## src/rtl/ingreso_vc.sv

```systemverilog
// Ingress stage in front of qos: one holding slot per virtual channel, round-robin
// serialisation of pending words, per-VC pause tracking and a saturating error_full counter.
module ingreso_vc #(
  parameter int QUEUE_QUANTITY = 4,
  parameter int BUF_WIDTH      = 3,
  parameter int ERR_CNT_BITS   = 8
) (
  input  logic                                    clk,
  input  logic                                    rst,
  input  logic                                    enb,
  input  logic [QUEUE_QUANTITY-1:0]               src_valid,
  input  logic [QUEUE_QUANTITY*(BUF_WIDTH+1)-1:0] src_data,
  output logic [QUEUE_QUANTITY-1:0]               src_ready,
  input  logic [QUEUE_QUANTITY-1:0]               pausa,
  input  logic [QUEUE_QUANTITY-1:0]               continuar,
  input  logic [QUEUE_QUANTITY-1:0]               error_full,
  output logic                                    push,
  output logic [$clog2(QUEUE_QUANTITY)-1:0]       vc_id,
  output logic [BUF_WIDTH:0]                      data_word,
  output logic [QUEUE_QUANTITY-1:0]               paused,
  output logic [ERR_CNT_BITS-1:0]                 err_cnt
);

  localparam int VCW = $clog2(QUEUE_QUANTITY);
  localparam int DW  = BUF_WIDTH + 1;

  // Handshake: a source word for VC i transfers on a rising edge where
  // src_valid[i] & src_ready[i] & enb; src_ready[i] depends only on the slot register.
  logic [QUEUE_QUANTITY-1:0] hold_vld_q, hold_vld_d;
  logic [DW-1:0]             hold_data_q [QUEUE_QUANTITY];
  logic [DW-1:0]             hold_data_d [QUEUE_QUANTITY];
  logic [QUEUE_QUANTITY-1:0] paused_q, paused_d;
  logic [VCW-1:0]            ptr_q, ptr_d;
  logic                      push_q, push_d;
  logic [VCW-1:0]            vc_id_q, vc_id_d;
  logic [DW-1:0]             data_q, data_d;
  logic [ERR_CNT_BITS-1:0]   err_cnt_q, err_cnt_d;

  logic [QUEUE_QUANTITY-1:0] elig;
  logic                      grant_vld;
  logic [VCW-1:0]            grant_idx;
  logic [VCW-1:0]            cand;

  // Same-cycle pausa/error_full mask the candidate; the registered latch covers later cycles.
  always_comb begin
    elig      = hold_vld_q & ~paused_q & ~pausa & ~error_full;
    grant_vld = 1'b0;
    grant_idx = '0;
    cand      = '0;
    for (int k = 1; k <= QUEUE_QUANTITY; k++) begin
      cand = ptr_q + VCW'(k);
      if (!grant_vld && elig[cand]) begin
        grant_vld = 1'b1;
        grant_idx = cand;
      end
    end
  end

  always_comb begin
    hold_vld_d  = hold_vld_q;
    hold_data_d = hold_data_q;
    paused_d    = paused_q;
    ptr_d       = ptr_q;
    push_d      = 1'b0;
    vc_id_d     = vc_id_q;
    data_d      = data_q;
    err_cnt_d   = err_cnt_q;
    if (enb) begin
      if (grant_vld) begin
        push_d                = 1'b1;
        vc_id_d               = grant_idx;
        data_d                = hold_data_q[grant_idx];
        hold_vld_d[grant_idx] = 1'b0;
        ptr_d                 = grant_idx;
      end
      // A granted slot is never ready in the same cycle, so capture cannot collide with it.
      for (int i = 0; i < QUEUE_QUANTITY; i++) begin
        if (src_valid[i] && !hold_vld_q[i]) begin
          hold_vld_d[i]  = 1'b1;
          hold_data_d[i] = src_data[i*DW +: DW];
        end
      end
      paused_d = (paused_q & ~continuar) | pausa;
      if (|error_full && err_cnt_q != {ERR_CNT_BITS{1'b1}}) begin
        err_cnt_d = err_cnt_q + 1'b1;
      end
    end
  end

  always_ff @(posedge clk) begin
    if (rst) begin
      hold_vld_q <= '0;
      for (int i = 0; i < QUEUE_QUANTITY; i++) begin
        hold_data_q[i] <= '0;
      end
      paused_q  <= '0;
      ptr_q     <= VCW'(QUEUE_QUANTITY - 1);
      push_q    <= 1'b0;
      vc_id_q   <= '0;
      data_q    <= '0;
      err_cnt_q <= '0;
    end else begin
      hold_vld_q  <= hold_vld_d;
      hold_data_q <= hold_data_d;
      paused_q    <= paused_d;
      ptr_q       <= ptr_d;
      push_q      <= push_d;
      vc_id_q     <= vc_id_d;
      data_q      <= data_d;
      err_cnt_q   <= err_cnt_d;
    end
  end

  assign src_ready = ~hold_vld_q;
  assign push      = push_q;
  assign vc_id     = vc_id_q;
  assign data_word = data_q;
  assign paused    = paused_q;
  assign err_cnt   = err_cnt_q;

endmodule

```

## config.mk

```make
export PLATFORM = sky130hd
export DESIGN_NAME = ingreso_vc
export DESIGN_NICKNAME = d
export VERILOG_FILES = /design/src/rtl/ingreso_vc.sv
export SDC_FILE = /design/constraint.sdc
export NUM_CORES = 1
export LEC_CHECK = 0
export CORE_ASPECT_RATIO = 2
export CORE_MARGIN = 5
export CORE_UTILIZATION = 46
export CTS_CLUSTER_SIZE = 10
export DETAILED_ROUTE_END_ITERATION = 10
export PLACE_DENSITY = 0.81
export SKIP_LAST_GASP = 1
export SYNTH_ARGS = -nofsm -noshare
export SYNTH_HDL_FRONTEND = slang
export SYNTH_SLANG_ARGS = --single-unit
export TNS_END_PERCENT = 10
```

## constraint.sdc

```tcl
create_clock -name clk -period 2.6 [get_ports clk]
set_input_delay 0.52 -clock clk [delete_from_list [all_inputs] [get_ports clk]]
set_output_delay 0.52 -clock clk [all_outputs]
set_load 0.1 [all_outputs]
```

==> results.md, run 1 <==
- Post-CTS setup buffer count: 0
- CP Data Required Time: 2.76 ns
- Core area: around 3900 sq um
- #FFs+latches synth: ~40
- Largest net degree at the start of global routing: 23
- Asr flop ratio synth: 0%
- Worst setup path category: input port to flop
- Post-cts gate resize count: 0
- Synth top area share: 44.0%
- Die ar.: 5500 sq um
- Post-Syn Instances: between 150 and 200
- Tot Pwr: ~0.0014 W
- Global-route wire length before repair: between 7 and 8 mm
- Max-slew headroom: 66.4%
- Clock-pin slew on the worst setup and hold paths: approximately 0.08 ns
- Setup TNS: 0 ns
- Post-synthesis sequential area ratio: roughly 44%
- FMAX: roughly 0.44 GHz
- Layout cells sized above 1: 17.5%
- Clk_skew: 0.00780 ns
- Die W: 55.0 um
- FF/Latch Area: 821 sq um
- Latest clock arrival within the worst-skew pair: 0.29 ns
- Startpoint Class: input port
- Root buf cell: clkbuf_8
- P_leak: 1.11 nW
- Clock Sinks: 41
- Post-CTS Hold Buffers: 0
- Cell Area, Synth: 1860 sq um
- CP endpoint kind: flop
- Ant diodes: 0
- Via count: 1624
- Final nets: 288
- GRT Util Overall: 18.2%
- Power Dens Cells: 553 nW/um^2
- First-pass iteration count of the detailed router: 4
- Clock Path Buffers: 2
- CP arrival: 2.42 ns
- CP Max Fanout: 13
- # IOs: 58
- Port Buffer Count: between 50 and 60
- RSZ-0062 raised after global routing: no
- DRT iter0 DRCs: 28
- Initial antenna violation count: 0
- Initial Util: 48.0%
- Number of synthesized flops with an enable pin: 0
- Fin. max-slew vios: 0
- Vias in the first global route: 1562
- Antenna Nets Post-Route: 0
- VDD IR max: 398 uV
- Final setup vio count: 0
- Vias per std cell: about 5.4
- Number of max-cap violations: 0
- Worst Tran Pin Value: 0.498 ns
- Drt wl/cell: 15.2 um
- Chip height: 100 um
- Post-route minimum period: 2.26 ns
- Top post-synthesis cells by area: dfxtp_1, mux2i_1, nor2_1
- Tightest Hold Check Type: flop to flop
- CTS tree: yes
- Avg Inst Size Synth: about 9.9 sq um
- Residual DRC count: 0
- Count leader, synth: dfxtp_1
- Number of placement rows: 32
- Synth cell count leaders: dfxtp_1, nor2_1, mux2i_1
- Layout fillers: 343
- Final Hold Viols: 0
- Status: finished clean
- Ys Warns: 0
- Gpl congestion: 0.773
- Fin crit share: between 80% and 90%
- Post-DP HPWL: 3.54 mm
- Synthesized Nets: around 230
- Number of H-tree levels: 2
- Num CTS Buffers: 5
- Post-synth cell types: 46
- Synth area leader: dfxtp_1
- Layout area overhead: 35.7%
- DRT Wirelength: 4.60 mm
- Top FF cell, synth: dfxtp_1
- Grt total ovfl: 0
- Multi-input gate area: around 960 sq um
-- critical path, cell delays in order --
cell,delay (ns)
clkdlybuf4s50_1,0.45
or4b_4,0.53
a211o_1,0.28
and3_1,0.21
buf_12,0.16
mux2i_1,0.15
o221ai_1,0.13
-- metal layers --
layer,global-route usage [%],vias up,wire length (um)
li1,-,814,-
met1,19.6,757,1700
met2,31.8,39,2560
met3,3.57,14,169
met4,8.99,0,166
met5,0,-,0
-- power breakdown --
part / switching [W] / internal (W) / total [W] / leakage (nW)
Sequential: 0.0000230 / 0.000656 / 0.000679 / 0.334
Clock: 0.000209 / 0.000211 / 0.000419 / 0.0443
Combinational: 0.000182 / 0.000118 / 0.000300 / 0.728
-- layout make-up --
| type | instances | share of cell area, % |
|---|---|---|
| multi-input combinational | 135 | 38.0 |
| sequential | 41 | 32.4 |
| timing repair buffer | 64 | 22.8 |
| clock buffer | 7 | 3.41 |
| tap | 51 | 2.52 |
| inverter | 5 | 0.742 |
-- layout by cell type (no fill, tap or decap), types with 2 or more instances in the layout --
| cell | instances |
|---|---|
| clkdlybuf4s50_1 | 34 |
| nor2b_1 | 3 |
| clkbuf_8 | 6 |
| nor3_1 | 2 |
| nor2_1 | 31 |
| nor4b_1 | 2 |
| a211o_1 | 2 |
| nand2_1 | 12 |
| or4b_1 | 2 |
| nand3_1 | 6 |
| buf_4 | 29 |
| o221ai_1 | 4 |
| mux2i_1 | 25 |
| xnor2_1 | 4 |
| nand3b_1 | 4 |
| a22oi_1 | 5 |
| inv_1 | 5 |
| o31ai_1 | 3 |
| dfxtp_1 | 41 |
| xor2_1 | 2 |
| a21oi_1 | 5 |
-- cells by family (layout without fill, tap and decap cells) --
group,Yosys count,in the layout,synth area share [%]
and+or+nand+nor,74,74,22.1
DFF,41,41,44.0
AOI/OAI and AO/OA,29,29,12.6
muxes,25,25,13.4
buffers and inverters,13,76,4.36
xor gates and xnor gates,6,6,2.82
adders and majority gates,1,1,0.671
-- path summary, 6_finish.rpt --
kind | slack [ns] | startpoint | depth (start not counted) | endpoint
max reg2reg | 0.66 | paused[3]$_SDFFE_PP0P_ | 6 | data_word[3]$_SDFFE_PP0P_
min reg2reg | 0.49 | hold_vld_q[1]$_SDFFE_PP0P_ | 2 | hold_vld_q[1]$_SDFFE_PP0P_
min | 0.49 | hold_vld_q[1]$_SDFFE_PP0P_ | 2 | hold_vld_q[1]$_SDFFE_PP0P_
max | 0.34 | pausa[3] | 7 | data_word[3]$_SDFFE_PP0P_
-- registers in the layout, summed over array words and instances (netlist names) --
signal / flops
ptr_q: 2
paused: 4
vc_id: 2
data_word: 4
push: 1
hold_data_q: 16
hold_vld_q: 4
err_cnt: 8
-- metrics by stage --
| step | worst slack, ns | utilization (%) | hold WS [ns] | area, sq um | instances |
|---|---|---|---|---|---|
| after floorplan | 0.203 | - | 0.456 | 1860 | 189 |
| after global placement | 0.0695 | 62.9 | 0.477 | 2440 | 296 |
| after detailed placement | 0.0293 | 62.9 | 0.487 | 2440 | 296 |
| after CTS | 0.337 | 65.1 | 0.502 | 2530 | 303 |
| after global routing | 0.185 | 65.1 | 0.528 | 2530 | 303 |
| final | 0.337 | 65.1 | 0.494 | 2530 | 303 |
(Power assumes the default switching activity.)
==> inputs of run 2 (changes only) <==
- SLEW_MARGIN: unset -> 15
==> results of run 2 <==
Same layout as run 1: the final DEF is identical, and so are final timing and power.
